File: src/rtl/gen_sequencer.sv
// Generation sequencer: drives a grid solver through seeded attempts, then
// streams the solved grid cell by cell and reports the outcome to the host.
module gen_sequencer #(
  parameter int unsigned GRID_ORD   = 3,
  parameter int unsigned LFSR_WIDTH = 8,
  parameter int unsigned MAX_TRIES  = 4,
  parameter int unsigned TIMEOUT    = 65535,
  localparam int unsigned GRID_LEN  = GRID_ORD * GRID_ORD,
  localparam int unsigned GRID_AREA = GRID_LEN * GRID_LEN,
  localparam int unsigned VW        = (GRID_LEN > 1) ? $clog2(GRID_LEN) : 1,
  localparam int unsigned AW        = (GRID_AREA > 1) ? $clog2(GRID_AREA) : 1
) (
  input  logic                  clock,
  input  logic                  reset,
  input  logic                  cmd_valid,
  input  logic [LFSR_WIDTH-1:0] cmd_seed,
  output logic                  cmd_ready,
  output logic                  rsp_valid,
  input  logic                  rsp_ready,
  output logic                  rsp_ok,
  output logic [7:0]            rsp_tries,
  output logic                  out_valid,
  input  logic                  out_ready,
  output logic [VW-1:0]         out_data,
  output logic                  out_last,
  output logic                  out_err,
  output logic                  grid_reset,
  output logic                  grid_rq_start,
  output logic [LFSR_WIDTH-1:0] grid_seed,
  input  logic                  grid_done,
  input  logic                  grid_success,
  output logic [AW-1:0]         grid_rdaddr,
  input  logic [GRID_LEN-1:0]   grid_rddata
);

  localparam int unsigned LW = LFSR_WIDTH;
  localparam int unsigned TW = 8;
  localparam int unsigned CW = $clog2(TIMEOUT + 1);

  typedef enum logic [2:0] {
    S_IDLE,
    S_GRST,
    S_RUN,
    S_READ,
    S_RESP
  } state_t;

  state_t          state, state_nxt;
  logic [LW-1:0]   base_seed, base_seed_nxt;
  logic [TW-1:0]   tries, tries_nxt;
  logic [CW-1:0]   run_cnt, run_cnt_nxt;
  logic            run_fail;

  logic            cmd_ready_nxt;
  logic            rsp_valid_nxt;
  logic            rsp_ok_nxt;
  logic [TW-1:0]   rsp_tries_nxt;
  logic            out_valid_nxt;
  logic            out_last_nxt;
  logic            grid_reset_nxt;
  logic            grid_rq_start_nxt;
  logic [LW-1:0]   grid_seed_nxt;
  logic [AW-1:0]   grid_rdaddr_nxt;

  logic [VW-1:0]   low_idx;
  logic            found;
  logic            one_hot;

  // Seed for an attempt; zero would lock up the solver LFSR, so it maps to 1.
  function automatic logic [LW-1:0] attempt_seed(input logic [LW-1:0] base,
                                                 input logic [TW-1:0] idx);
    logic [LW-1:0] sum;
    sum = base + LW'(idx);
    return (sum == '0) ? LW'(1) : sum;
  endfunction

  always_comb begin
    state_nxt         = state;
    base_seed_nxt     = base_seed;
    tries_nxt         = tries;
    run_cnt_nxt       = run_cnt;
    run_fail          = 1'b0;
    cmd_ready_nxt     = cmd_ready;
    rsp_valid_nxt     = rsp_valid;
    rsp_ok_nxt        = rsp_ok;
    rsp_tries_nxt     = rsp_tries;
    out_valid_nxt     = out_valid;
    out_last_nxt      = out_last;
    grid_reset_nxt    = 1'b0;
    grid_rq_start_nxt = grid_rq_start;
    grid_seed_nxt     = grid_seed;
    grid_rdaddr_nxt   = grid_rdaddr;

    case (state)
      S_IDLE: begin
        if (cmd_valid) begin
          state_nxt      = S_GRST;
          base_seed_nxt  = cmd_seed;
          tries_nxt      = TW'(1);
          grid_seed_nxt  = attempt_seed(cmd_seed, '0);
          grid_reset_nxt = 1'b1;
          cmd_ready_nxt  = 1'b0;
        end
      end

      S_GRST: begin
        state_nxt         = S_RUN;
        grid_rq_start_nxt = 1'b1;
        run_cnt_nxt       = '0;
      end

      S_RUN: begin
        // A done in the final budget cycle takes precedence over the timeout.
        if (grid_done) begin
          grid_rq_start_nxt = 1'b0;
          if (grid_success) begin
            state_nxt       = S_READ;
            out_valid_nxt   = 1'b1;
            grid_rdaddr_nxt = '0;
            out_last_nxt    = (GRID_AREA == 1);
          end else begin
            run_fail = 1'b1;
          end
        end else if (run_cnt == CW'(TIMEOUT - 1)) begin
          grid_rq_start_nxt = 1'b0;
          run_fail          = 1'b1;
        end else begin
          run_cnt_nxt = run_cnt + CW'(1);
        end

        if (run_fail) begin
          if (tries < TW'(MAX_TRIES)) begin
            state_nxt      = S_GRST;
            grid_reset_nxt = 1'b1;
            grid_seed_nxt  = attempt_seed(base_seed, tries);
            tries_nxt      = tries + TW'(1);
          end else begin
            state_nxt     = S_RESP;
            rsp_valid_nxt = 1'b1;
            rsp_ok_nxt    = 1'b0;
            rsp_tries_nxt = tries;
          end
        end
      end

      S_READ: begin
        if (out_ready) begin
          if (grid_rdaddr == AW'(GRID_AREA - 1)) begin
            state_nxt       = S_RESP;
            out_valid_nxt   = 1'b0;
            out_last_nxt    = 1'b0;
            grid_rdaddr_nxt = '0;
            rsp_valid_nxt   = 1'b1;
            rsp_ok_nxt      = 1'b1;
            rsp_tries_nxt   = tries;
          end else begin
            grid_rdaddr_nxt = grid_rdaddr + AW'(1);
            out_last_nxt    = ((grid_rdaddr + AW'(1)) == AW'(GRID_AREA - 1));
          end
        end
      end

      S_RESP: begin
        if (rsp_ready) begin
          state_nxt     = S_IDLE;
          rsp_valid_nxt = 1'b0;
          cmd_ready_nxt = 1'b1;
        end
      end

      default: begin
        state_nxt     = S_IDLE;
        cmd_ready_nxt = 1'b1;
      end
    endcase
  end

  always_ff @(posedge clock) begin
    if (reset) begin
      state         <= S_IDLE;
      base_seed     <= '0;
      tries         <= '0;
      run_cnt       <= '0;
      cmd_ready     <= 1'b1;
      rsp_valid     <= 1'b0;
      rsp_ok        <= 1'b0;
      rsp_tries     <= '0;
      out_valid     <= 1'b0;
      out_last      <= 1'b0;
      grid_reset    <= 1'b1;
      grid_rq_start <= 1'b0;
      grid_seed     <= '0;
      grid_rdaddr   <= '0;
    end else begin
      state         <= state_nxt;
      base_seed     <= base_seed_nxt;
      tries         <= tries_nxt;
      run_cnt       <= run_cnt_nxt;
      cmd_ready     <= cmd_ready_nxt;
      rsp_valid     <= rsp_valid_nxt;
      rsp_ok        <= rsp_ok_nxt;
      rsp_tries     <= rsp_tries_nxt;
      out_valid     <= out_valid_nxt;
      out_last      <= out_last_nxt;
      grid_reset    <= grid_reset_nxt;
      grid_rq_start <= grid_rq_start_nxt;
      grid_seed     <= grid_seed_nxt;
      grid_rdaddr   <= grid_rdaddr_nxt;
    end
  end

  // Cell decode straight from the read port: lowest set bit plus a one-hot check.
  always_comb begin
    low_idx = '0;
    found   = 1'b0;
    for (int i = 0; i < int'(GRID_LEN); i++) begin
      if (!found && grid_rddata[i]) begin
        low_idx = VW'(i);
        found   = 1'b1;
      end
    end
  end

  assign one_hot  = found && ((grid_rddata & (grid_rddata - GRID_LEN'(1))) == '0);
  assign out_err  = !one_hot;
  assign out_data = one_hot ? low_idx : '0;

endmodule

File: config.mk
export PLATFORM = sky130hd
export DESIGN_NAME = gen_sequencer
export DESIGN_NICKNAME = d
export VERILOG_FILES = /design/src/rtl/gen_sequencer.sv
export SDC_FILE = /design/constraint.sdc
export NUM_CORES = 1
export LEC_CHECK = 0
export CAP_MARGIN = 5
export CORE_MARGIN = 4
export CORE_UTILIZATION = 40
export CTS_CLUSTER_DIAMETER = 80
export DETAILED_ROUTE_END_ITERATION = 7
export PLACE_DENSITY = 0.71
export SLEW_MARGIN = 30
export SYNTH_ARGS = -nofsm -noshare
export SYNTH_HDL_FRONTEND = slang
export SYNTH_SLANG_ARGS = --single-unit
File: constraint.sdc
create_clock -name clock -period 2.8 [get_ports clock]
set_input_delay 0.84 -clock clock [delete_from_list [all_inputs] [get_ports clock]]
set_output_delay 0.84 -clock clock [all_outputs]
set_load 0.05 [all_outputs]
Word level (Yosys, flattened, before mapping)
Index checks and enable logic that the tools add are counted.

Logic and storage cells: 163. Register bits: 65.

Bitwise logic cells: 2. Magnitude comparators: 1. Equality and inequality tests: 21. Reductions and logical operators: 37. Mux-type cells: 83. Add/subtract/negate cells: 5.

Operator list (count): $mux 8 (12); $pmux 8 s2 (3); $mux 1 (36); $mux 16 (2); $mux 4 (8); $pmux 16 s2 (1); $mux 7 (4); $mux 3 (8); $ne 2x2->1 const B (11); $add 16x1->16 const B (1); $eq 16x16->1 const B (1); $logic_not 8->1 (2); $pmux 3 s5 (1); $eq 7x7->1 const B (2); $pmux 7 s2 (1); $reduce_and 6->1 (2); $pmux 1 s2 (5); $reduce_and 5->1 (2); $and 9x9->9 (1); $logic_and 1x1->1 (9); $logic_not 1->1 (9); $logic_not 9->1 (1); $ne 3x3->1 const B (3); $sub 9x1->9 const B (1); other kinds (16) (23).

Longest topological paths before layout
Gate-level depths: netlist of the first run.

Depth after elaboration: 27. Gate-level depth with buffers: 9. Mapped depth without buffers: 9.

Worst setup path after synthesis of the first run
OpenSTA, ideal clock, no wires.

Kind: input port to output port. Start: in grid_rddata[2]. End: out out_data[3]. Arrival: 3.066 ns. Required time: 1.960 ns. Buffers on the path: 0. Setup slack: -1.106 ns. Stages: 3. Path through: nor4_1 > nand2_1 > nor4b_1.

Word-level cells in the longest chain between the ends: 22. Elaborated cells between the ends (all ways): 31. Classes of those cells: add/sub (1); mux (14); bitwise (1); reduce/logical (15).

Ends and longest elaborated chain: start: declaration (line 33) `input logic [GRID_LEN-1:0] grid_rddata`; $logic_and 1x1->1 (line 217) `if (!found && grid_rddata[i]) begin`; $mux 1 (line 217); $logic_not 1->1 (line 217); $logic_and 1x1->1 (line 217); $mux 1 (line 217); $logic_not 1->1 (line 217); $logic_and 1x1->1 (line 217); $mux 1 (line 217); [... 6 more ...]; $logic_not 1->1 (line 217); $logic_and 1x1->1 (line 217); $mux 1 (line 217); $logic_not 1->1 (line 217); $logic_and 1x1->1 (line 217); $mux 1 (line 217); $logic_and 1x1->1 (line 224) `assign one_hot = found && ((grid_rddata & (grid_rddata - GRID_LEN'(1))) == '0);`; $mux 4 (*) (line 226) `assign out_data = one_hot ? low_idx : '0;`; end: declaration (line 24) `output logic [VW-1:0] out_data,`.

Every way passes the cells marked *; elsewhere a longest branch is shown, timed or not.

Worst setup path after layout of the first run
Start: in grid_rddata[5]. End: out out_data[0].

Word-level cells in the longest chain between the ends: 13. Elaborated cells between the ends (all ways): 20. Classes of those cells: add/sub (1); mux (9); bitwise (1); reduce/logical (9).

Ends and longest elaborated chain (line): branches (longest 12 deep; another with $sub 9x1->9); $mux 4 (*) (226).

Mark *: on every way between the ends.

==> results.sh, run 1 <==
export IMPL_reg2regPathDepth=9
export IMPL_cts_tree="yes"
export IMPL_maxCapViolCount=0
export IMPL_ys_ff_latch=65
export IMPL_routedWlPerCell_um=14.6
export IMPL_dp_slack_ps=-756
export IMPL_relSlewSlack_pct=64.8
export IMPL_path_max_fanout=4
export IMPL_tightest_slew_ps=526
export IMPL_vias=3355
export IMPL_synth_top_flop_cell="dfxtp_1"
export IMPL_fin_crit_ps=3170
export IMPL_grt_pass1_wl_mm=15.2
export IMPL_routed_via_density=5.43
export IMPL_final_max_slew_viol_count=0
export IMPL_drive_above_1_share_pct=15.4
export IMPL_numPortBuffers=58
export IMPL_finalClockSkew_ps=14.1
export IMPL_htree_num_levels=3
export IMPL_ctsRootBufferMaster="clkbuf_8"
export IMPL_grt_start_max_net_pins=49
export IMPL_hold_path_depth=2
export IMPL_cpMostUsedCell="buf_4"
export IMPL_cp_num_cells=9
export IMPL_final_antenna_net_count=0
export IMPL_synth_seq_area_share_pct=37.3
export IMPL_cts_num_sinks=65
export IMPL_synth_top_area_share_pct=37.3
export IMPL_die_x_um=101
export IMPL_gp_congestion=0.919
export IMPL_cp_top_family="buffers and inverters"
export IMPL_final_nets=546
export IMPL_reg2reg_from="tries[0]$_SDFFE_PP0P_"
export IMPL_worstSetupEndpointType="output pin"
export IMPL_antenna_found_initial=0
export IMPL_fin_ws_ps=-374
export IMPL_setup_tns_ps=-1670
export IMPL_ys_warn_count=0
export IMPL_path_buf_inv=5
export IMPL_drc=0
export IMPL_postLayoutCoreUtil_pct=56.3
export IMPL_final_cell_mix="dfxtp_1 (65), nor2_1 (63), clkdlybuf4s50_1 (47), nand2_1 (37), a21oi_1 (31)"
export IMPL_powerDensity_nw_per_um2=564
export IMPL_firstDrtPassIters=4
export IMPL_violations="setup timing"
export IMPL_syn_area_per_cell_sq_um=8.14
export IMPL_fmax_mhz=315
export IMPL_max_clock_path_buffers=2
export IMPL_numCtsBuffers=9
export IMPL_num_rows=33
export IMPL_min_path_type="register to register"
export IMPL_overflow=0
export IMPL_synth_edf_count=0
export IMPL_die_height_um=101
export IMPL_start_util_pct=41.8
export IMPL_period_share_pct=113
export IMPL_path_class="primary input to output pin"
export IMPL_setup_viol=5
export IMPL_leakagePower_nw=1.86
export IMPL_clk_pin_slew_ps=80
export IMPL_syn_cell_area_sq_um=3490
export IMPL_synth_nets=465
export IMPL_cp_slowest_stage_delay_ps=310
export IMPL_hpwl_mm=6.62
export IMPL_startpoint_type="primary input"
export IMPL_diodes=0
export IMPL_worstSkewPairLatency_ps=340
export IMPL_rsz0062_at_grt="yes"
export IMPL_synth_area_leaders="dfxtp_1 (37%), nor2_1 (7.2%), a21oi_1 (4.5%)"
export IMPL_arrival_ps=2330
export IMPL_track_usage_pct=18.2
export IMPL_area_growth_pct=34.7
export IMPL_hold_violations=0
export IMPL_critPathLaunch="grid_rddata[5]"
export IMPL_worst_path_max_delay_cell="o32a_1"
export IMPL_core_area_sq_um=8340
export IMPL_irDropWorstVdd_uv=385
export IMPL_ios=59
export IMPL_wirelength_mm=9.01
export IMPL_drt_iter0_drc=172
export IMPL_synth_cells=428
export IMPL_grt_pass1_vias=3277
export IMPL_mostFrequentLayoutCell="dfxtp_1"
export IMPL_cp_required_ps=1960
export IMPL_yosysTopAreaCell="dfxtp_1"
export IMPL_min_from="base_seed[5]$_SDFFE_PP0P_"
export IMPL_async_flop_share_pct=0
export IMPL_die_area_sq_um=10300
export IMPL_path_cells="buf_8 > buf_6 > nor4_4 > nand2_2 > buf_4 > buf_4 > o32a_1 > nor2_4 > buf_12"
export IMPL_status="finished, violations left"
export IMPL_ys_types=57
[through the flow]
| step | cells | hold WS, ps | area [sq um] | power, mW |
|---|---|---|---|---|
| 3_3_place_gp | 598 | 449 | 4440 | 1.84 |
| 4_1_cts | 617 | 467 | 4680 | 2.66 |
| 2_1_floorplan | 428 | 441 | 3540 | 1.57 |
| 3_5_place_dp | 598 | 456 | 4440 | 1.85 |
| 6_report | 618 | 465 | 4700 | 2.65 |
| 5_1_grt | 618 | 496 | 4700 | 2.78 |
[synth_stat cells (all sizes together), types with 4 or more instances]
library cell  instances
a211oi                6
nand3b                8
dfxtp                65
nand2                38
mux2i                 9
clkbuf               13
xor2                 15
nand4                12
and2                  5
nor2b                 6
a21oi                31
ha                   12
a31oi                 4
buf                   6
a311oi                5
and3                  7
nor2                 68
or3                   7
o21ai                15
inv                  16
nand3                11
nor3                 14
nor4                  4
nand2b                4
xnor2                 7
[worst min-delay path, delay by kind of cell (launching register included)]
| family | cells | cell delay (ps) |
|---|---|---|
| AOI/OAI and AO/OA | 1 | 50 |
| DFF | 1 | 320 |
| and+or+nand+nor | 1 | 50 |
[routing by layer]
layer  GRT usage [%]  wire length (um)  up-vias
li1                -                 -     1680
met1            24.3              4180     1587
met2            29.1              4180       73
met3            3.86               512       15
met4            6.54               132        0
met5               0                 0        -
[area by class of cell]
cell class / count / area, sq um
well taps: 105 / 131
inverters: 16 / 60.1
multi-input cells: 328 / 2120
clock buffers: 12 / 155
repair buffers: 89 / 883
fillers: 773 / 3640
clock inverters: 3 / 40.0
flip-flops and latches: 65 / 1300
[worst paths after layout]
check	end	slack [ps]
setup / recovery	out_data[0]	-370
hold / removal	base_seed[5]$_SDFFE_PP0P_	460
setup reg to reg	grid_seed[0]$_SDFFE_PP0P_	550
hold reg to reg	base_seed[5]$_SDFFE_PP0P_	460
[report_power, final]
| group | switching (mW) | internal, mW |
|---|---|---|
| clock | 0.351 | 0.453 |
| combinational | 0.476 | 0.308 |
| sequential | 0.0632 | 0.995 |
[state kept, by name (all words and copies together), names as in the netlist]
register       cells
run_cnt           16
base_seed          8
grid_seed          8
rsp_tries          8
tries              8
grid_rdaddr        7
state              3
cmd_ready          1
grid_reset         1
grid_rq_start      1
out_last           1
out_valid          1
rsp_ok             1
rsp_valid          1
[logic make-up (layout without fill, tap and decap cells)]
group	count (synthesis)	in the layout	synth area share, %
buffers and inverters	35	120	4.16
AO/OA/AOI/OAI	86	86	16.0
multiplexers	12	12	3.55
adder cells (fa/ha/maj)	14	14	5.17
AND/OR/NAND/NOR	194	194	28.2
flip-flops	65	65	37.3
XOR/XNOR	22	22	5.53
[repair_timing]
action,CTS,global route
setup endpoints to repair,5,5
resized for setup,29,1
hold buffers,0,0
setup buffers,4,1
pin swaps,10,3
Power figures use the tool's default switching activity.
==> run 2: changes to the inputs <==
--- a/config.mk
+++ b/config.mk
@@ -8,9 +8,9 @@
 export CAP_MARGIN = 5
 export CORE_MARGIN = 4
 export CORE_UTILIZATION = 40
-export CTS_CLUSTER_DIAMETER = 80
 export DETAILED_ROUTE_END_ITERATION = 7
-export PLACE_DENSITY = 0.71
+export DONT_BUFFER_PORTS = 1
+export PLACE_DENSITY = 0.62
 export SLEW_MARGIN = 30
 export SYNTH_ARGS = -nofsm -noshare
 export SYNTH_HDL_FRONTEND = slang
==> run 2 against run 1 <==
The flow still finishes with violations (setup timing). Flip-flop and latch count unchanged. Core utilization decreased by 7.3 points. Critical path depth decreased by 1. Sequential share of layout area increased by 4.1 points. Non-clock buffer count decreased by 65. Register-to-register slack got worse by 20 ps. Setup slack improved by 240 ps. Total power decreased by 3.0%. Die area unchanged. Hold slack got worse by 8.5 ps. Via count decreased by 8.4%.
==> results.sh, run 2 (synthesis results as in run 1) <==
export IMPL_path_max_fanout=5
export IMPL_reg2reg_from="run_cnt[7]$_SDFFE_PP0P_"
export IMPL_core_area_sq_um=8340
export IMPL_mostFrequentLayoutCell="dfxtp_1"
export IMPL_cp_required_ps=1960
export IMPL_hpwl_mm=6.31
export IMPL_postLayoutCoreUtil_pct=49.0
export IMPL_routedWlPerCell_um=15.4
export IMPL_maxCapViolCount=0
export IMPL_die_height_um=101
export IMPL_fin_ws_ps=-130
export IMPL_vias=3073
export IMPL_numPortBuffers=0
export IMPL_firstDrtPassIters=4
export IMPL_max_clock_path_buffers=2
export IMPL_hold_violations=0
export IMPL_largest_reg_flops=16
export IMPL_arrival_ps=2090
export IMPL_cts_num_sinks=65
export IMPL_rsz0062_at_grt="yes"
export IMPL_worstSkewPairLatency_ps=350
export IMPL_area_growth_pct=17.3
export IMPL_numCtsBuffers=9
export IMPL_reg2reg_to="rsp_valid$_SDFFE_PP0P_"
export IMPL_multi_input_area_sq_um=2110
export IMPL_antenna_found_initial=0
export IMPL_gp_congestion=0.912
export IMPL_final_antenna_net_count=0
export IMPL_final_max_slew_viol_count=0
export IMPL_setup_viol=5
export IMPL_wirelength_mm=8.54
export IMPL_reg2regPathDepth=6
export IMPL_path_class="primary input to output pin"
export IMPL_grt_pass1_wl_mm=14.4
export IMPL_hold_path_depth=2
export IMPL_grt_start_max_net_pins=50
export IMPL_track_usage_pct=17.5
export IMPL_status="finished, violations left"
export IMPL_violations="setup timing"
export IMPL_instances_no_fill=553
export IMPL_routed_via_density=5.56
export IMPL_leakagePower_nw=1.61
export IMPL_startpoint_type="primary input"
export IMPL_drc=0
export IMPL_num_rows=33
export IMPL_irDropWorstVdd_uv=265
export IMPL_diodes=0
export IMPL_fill_cells=840
export IMPL_final_cell_mix="dfxtp_1 (65), nor2_1 (64), nand2_1 (37), a21oi_1 (31)"
export IMPL_ctsRootBufferMaster="clkbuf_8"
export IMPL_grt_pass1_vias=2918
export IMPL_rrSetupSlack_ps=530
export IMPL_finalClockSkew_ps=7.02
export IMPL_htree_num_levels=3
export IMPL_start_util_pct=41.8
export IMPL_ctsHoldBuffers=0
export IMPL_regMostFlops="run_cnt"
export IMPL_seqCellArea_sq_um=1300
export IMPL_fmax_mhz=341
export IMPL_drt_iter0_drc=145
export IMPL_setup_tns_ps=-496
export IMPL_ios=59
export IMPL_min_from="base_seed[5]$_SDFFE_PP0P_"
export IMPL_period_share_pct=105
export IMPL_tightest_slew_ps=925
export IMPL_relSlewSlack_pct=37.9
export IMPL_min_path_type="register to register"
export IMPL_holdPathEnd="base_seed[5]$_SDFFE_PP0P_"
export IMPL_final_nets=481
export IMPL_cts_tree="yes"
export IMPL_drive_above_1_share_pct=13.6
export IMPL_overflow=0
export IMPL_worstSetupEndpointType="output pin"
export IMPL_fin_crit_ps=2930
export IMPL_die_x_um=101
export IMPL_post_place_cells=536
export IMPL_clk_pin_slew_ps=70
export IMPL_powerDensity_nw_per_um2=628
export IMPL_die_area_sq_um=10300
run 2: worst max path at each step:
stage | to | startpoint | slack (ps)
after global routing | out_data[0] | grid_rddata[2] | -200
after CTS | out_data[0] | grid_rddata[2] | -110
after floorplan | out_data[0] | grid_rddata[2] | -160
after detailed placement | out_data[0] | grid_rddata[5] | -150
after global placement | out_data[0] | grid_rddata[3] | -140
final | out_data[1] | grid_rddata[2] | -130
run 2: area by class of cell:
type | instances | share of cell area, %
clock inverter | 2 | 1.47
timing repair buffer | 24 | 6.21
tap | 105 | 3.21
inverter | 16 | 1.47
clock buffer | 13 | 4.13
multi-input combinational | 328 | 51.7
sequential | 65 | 31.8
run 2: per-stage QoR:
stage	power, mW	cell area (sq um)	hold slack, ps	setup slack (ps)
floorplan	1.57	3540	441	-165
global placement	1.65	3810	445	-137
detailed placement	1.66	3810	448	-152
CTS	2.59	4070	460	-114
global route	2.70	4090	477	-197
finish	2.57	4090	456	-130
run 2: timing repair:
item                                    CTS  global route
pin swaps                                 2             3
endpoints found under the setup margin    4             5
setup buffers                             1             1
gates resized for setup                   4             4
run 2: layer usage:
| layer | vias to the layer above | GRT usage (%) | routed length [um] | part of all wire (%) |
|---|---|---|---|---|
| met1 | 1427 | 22.0 | 3710 | 43 |
| met2 | 86 | 27.6 | 3920 | 46 |
| met3 | 14 | 6.34 | 780 | 9.1 |
| met4 | 0 | 6.65 | 135 | 1.6 |
| met5 | - | 0 | 0 | 0 |
| li1 | 1546 | - | - | - |
run 2: critical path: stages:
cell and delay, ps:
nor4_4 290, nand2_2 130, xnor2_1 140, mux2_4 260, nand3b_1 100, buf_6 140
nor2_4 40, buf_12 140
run 2: where the power goes:
group / internal, mW / total [mW] / switching [mW] / leakage [nW]
clock network: 0.570 / 0.924 / 0.354 / 0.116
logic: 0.173 / 0.422 / 0.250 / 0.968
registers: 0.995 / 1.22 / 0.225 / 0.528
total: 1.74 / 2.57 / 0.829 / 1.61
==> run 3: changes to the inputs <==
--- a/config.mk
+++ b/config.mk
@@ -6,11 +6,11 @@
 export NUM_CORES = 1
 export LEC_CHECK = 0
 export CAP_MARGIN = 5
-export CORE_MARGIN = 4
+export CORE_MARGIN = 2
 export CORE_UTILIZATION = 40
 export DETAILED_ROUTE_END_ITERATION = 7
 export DONT_BUFFER_PORTS = 1
-export PLACE_DENSITY = 0.62
+export PLACE_DENSITY = 0.6
 export SLEW_MARGIN = 30
 export SYNTH_ARGS = -nofsm -noshare
 export SYNTH_HDL_FRONTEND = slang
==> constraint.sdc (replaced) <==
create_clock -name clock -period 2.7 [get_ports clock]
set_input_delay 0.81 -clock clock [delete_from_list [all_inputs] [get_ports clock]]
set_output_delay 0.81 -clock clock [all_outputs]
set_load 0.05 [all_outputs]
==> run 3 against run 2 <==
Critical path type unchanged. Sequential share of layout area increased by 0.33 points. Core utilization is 1.9 points lower. Hold slack better by 7.6 ps. Final area decreased by 1.0%. Setup slack got worse by 47 ps. Clock power decreased by 24%. Non-clock buffer count up 1. The run still ends with setup timing left. Critical path depth stayed put. Count of clock-buffer cells in the layout decreased by 2.
==> results.sh, run 3 (synthesis results as in run 1) <==
export IMPL_track_usage_pct=18.5
export IMPL_setup_tns_ps=-669
export IMPL_rrSetupSlack_ps=460
export IMPL_ios=59
export IMPL_final_nets=482
export IMPL_path_max_fanout=5
export IMPL_firstDrtPassIters=6
export IMPL_ctsHoldBuffers=0
export IMPL_grt_pass1_vias=2901
export IMPL_holdPathEnd="base_seed[5]$_SDFFE_PP0P_"
export IMPL_routedWlPerCell_um=15.0
export IMPL_leakagePower_nw=1.58
export IMPL_grt_pass1_wl_mm=14.3
export IMPL_fin_ws_ps=-177
export IMPL_clk_pin_slew_ps=70
export IMPL_num_rows=34
export IMPL_wirelength_mm=8.39
export IMPL_fill_cells=844
export IMPL_cts_num_sinks=65
export IMPL_grt_start_max_net_pins=50
export IMPL_drive_above_1_share_pct=14.7
export IMPL_die_x_um=97.4
export IMPL_vias=3067
export IMPL_numPortBuffers=0
export IMPL_finalClockSkew_ps=8.34
export IMPL_reg2reg_from="run_cnt[8]$_SDFFE_PP0P_"
export IMPL_hold_violations=0
export IMPL_final_area_sq_um=4050
export IMPL_reg2reg_to="grid_seed[3]$_SDFFE_PP0P_"
export IMPL_hold_path_depth=2
export IMPL_hold_ws_ps=464
export IMPL_worstSetupEndpointType="output pin"
export IMPL_final_cell_mix="dfxtp_1 (65), nor2_1 (63), nand2_1 (37), a21oi_1 (31), buf_4 (19)"
export IMPL_antenna_found_initial=0
export IMPL_drc=0
export IMPL_rsz0062_at_grt="yes"
export IMPL_fmax_mhz=348
export IMPL_worstSkewPairLatency_ps=340
export IMPL_gp_congestion=0.890
export IMPL_core_area_sq_um=8590
export IMPL_numCtsBuffers=9
export IMPL_die_area_sq_um=9480
export IMPL_powerDensity_nw_per_um2=600
export IMPL_die_height_um=97.4
export IMPL_overflow=0
export IMPL_status="finished, violations left"
export IMPL_tightest_slew_ps=854
export IMPL_reg2regPathDepth=6
export IMPL_max_clock_path_buffers=2
export IMPL_arrival_ps=2070
export IMPL_routed_via_density=5.50
export IMPL_final_max_slew_viol_count=0
export IMPL_postLayoutCoreUtil_pct=47.1
export IMPL_start_util_pct=40.6
export IMPL_setup_viol=5
export IMPL_fin_crit_ps=2880
export IMPL_relSlewSlack_pct=42.6
export IMPL_place_area_sq_um=3830
export IMPL_largest_reg_flops=16
export IMPL_regMostFlops="run_cnt"
export IMPL_area_growth_pct=16.0
export IMPL_cts_tree="yes"
export IMPL_dp_slack_ps=-183
export IMPL_violations="setup timing"
export IMPL_final_antenna_net_count=0
export IMPL_irDropWorstVdd_uv=367
export IMPL_hpwl_mm=6.02
export IMPL_startpoint_type="primary input"
export IMPL_maxCapViolCount=0
export IMPL_drt_iter0_drc=149
export IMPL_period_share_pct=107
export IMPL_min_path_type="register to register"
export IMPL_ctsRootBufferMaster="clkbuf_8"
export IMPL_path_class="primary input to output pin"
export IMPL_mostFrequentLayoutCell="dfxtp_1"
export IMPL_cp_required_ps=1890
export IMPL_min_from="base_seed[5]$_SDFFE_PP0P_"
export IMPL_diodes=0
export IMPL_htree_num_levels=3
## run 3: cell types whose count changed in the layout (fill, tap and decap cells not counted), moves of 2 or more
| cell | previous run | this run |
|---|---|---|
| buf_4 | 16 | 19 |
| bufinv_16 | 2 | 0 |
| buf_6 | 3 | 1 |
| clkinvlp_4 | 0 | 3 |
| clkbuf_8 | 12 | 9 |
| clkinv_2 | 0 | 2 |
## run 3: cell type report
class	count	area, sq um	share of cell area (%)
Clock buffer	11	131	3.25
Clock inverter	5	32.5	0.804
Inverter	16	60.1	1.48
Multi-Input combinational cell	328	2130	52.7
Sequential cell	65	1300	32.2
Tap cell	108	135	3.34
Timing Repair Buffer	25	254	6.28
## run 3: through the flow
| step | power, mW | instances |
|---|---|---|
| 4_1_cts | 2.45 | 558 |
| 2_1_floorplan | 1.62 | 428 |
| 5_1_grt | 2.56 | 558 |
| 3_3_place_gp | 1.73 | 541 |
| 6_report | 2.43 | 558 |
| 3_5_place_dp | 1.73 | 541 |
## run 3: metal layers
metal  part of all wire, %  vias up  global-route usage [%]
li1                      -     1557                       -
met1                    45     1430                    23.8
met2                    46       69                    28.6
met3                   7.2       11                    7.12
met4                   1.7        0                    6.20
met5                     0        -                       0
## run 3: what timing repair did
action,CTS,global route
buffers inserted,1,0
hold endpoints to repair,0,0
pin swaps,8,4
gates resized for setup,6,4
setup endpoints to repair,4,5
## run 3: where the power goes
group,internal (mW),switching (mW)
sequential,1.03,0.227
combinational,0.185,0.278
clock,0.330,0.375
## run 3: worst max-delay path by stage
| stage | cells after the start | to | slack, ps | start |
|---|---|---|---|---|
| after floorplan | 6 | out_data[0] | -200 | grid_rddata[2] |
| after global placement | 6 | out_data[0] | -170 | grid_rddata[3] |
| after detailed placement | 8 | out_data[2] | -180 | grid_rddata[3] |
| after CTS | 8 | out_data[2] | -150 | grid_rddata[5] |
| after global routing | 8 | out_data[0] | -260 | grid_rddata[2] |
| final | 8 | out_data[1] | -180 | grid_rddata[2] |
## run 3: critical path: stages
cell	delay, ps
nor4_4	290
nand2_2	140
xnor2_2	150
mux2_4	270
nand3b_1	90
buf_6	130
nor2_4	40
buf_12	140
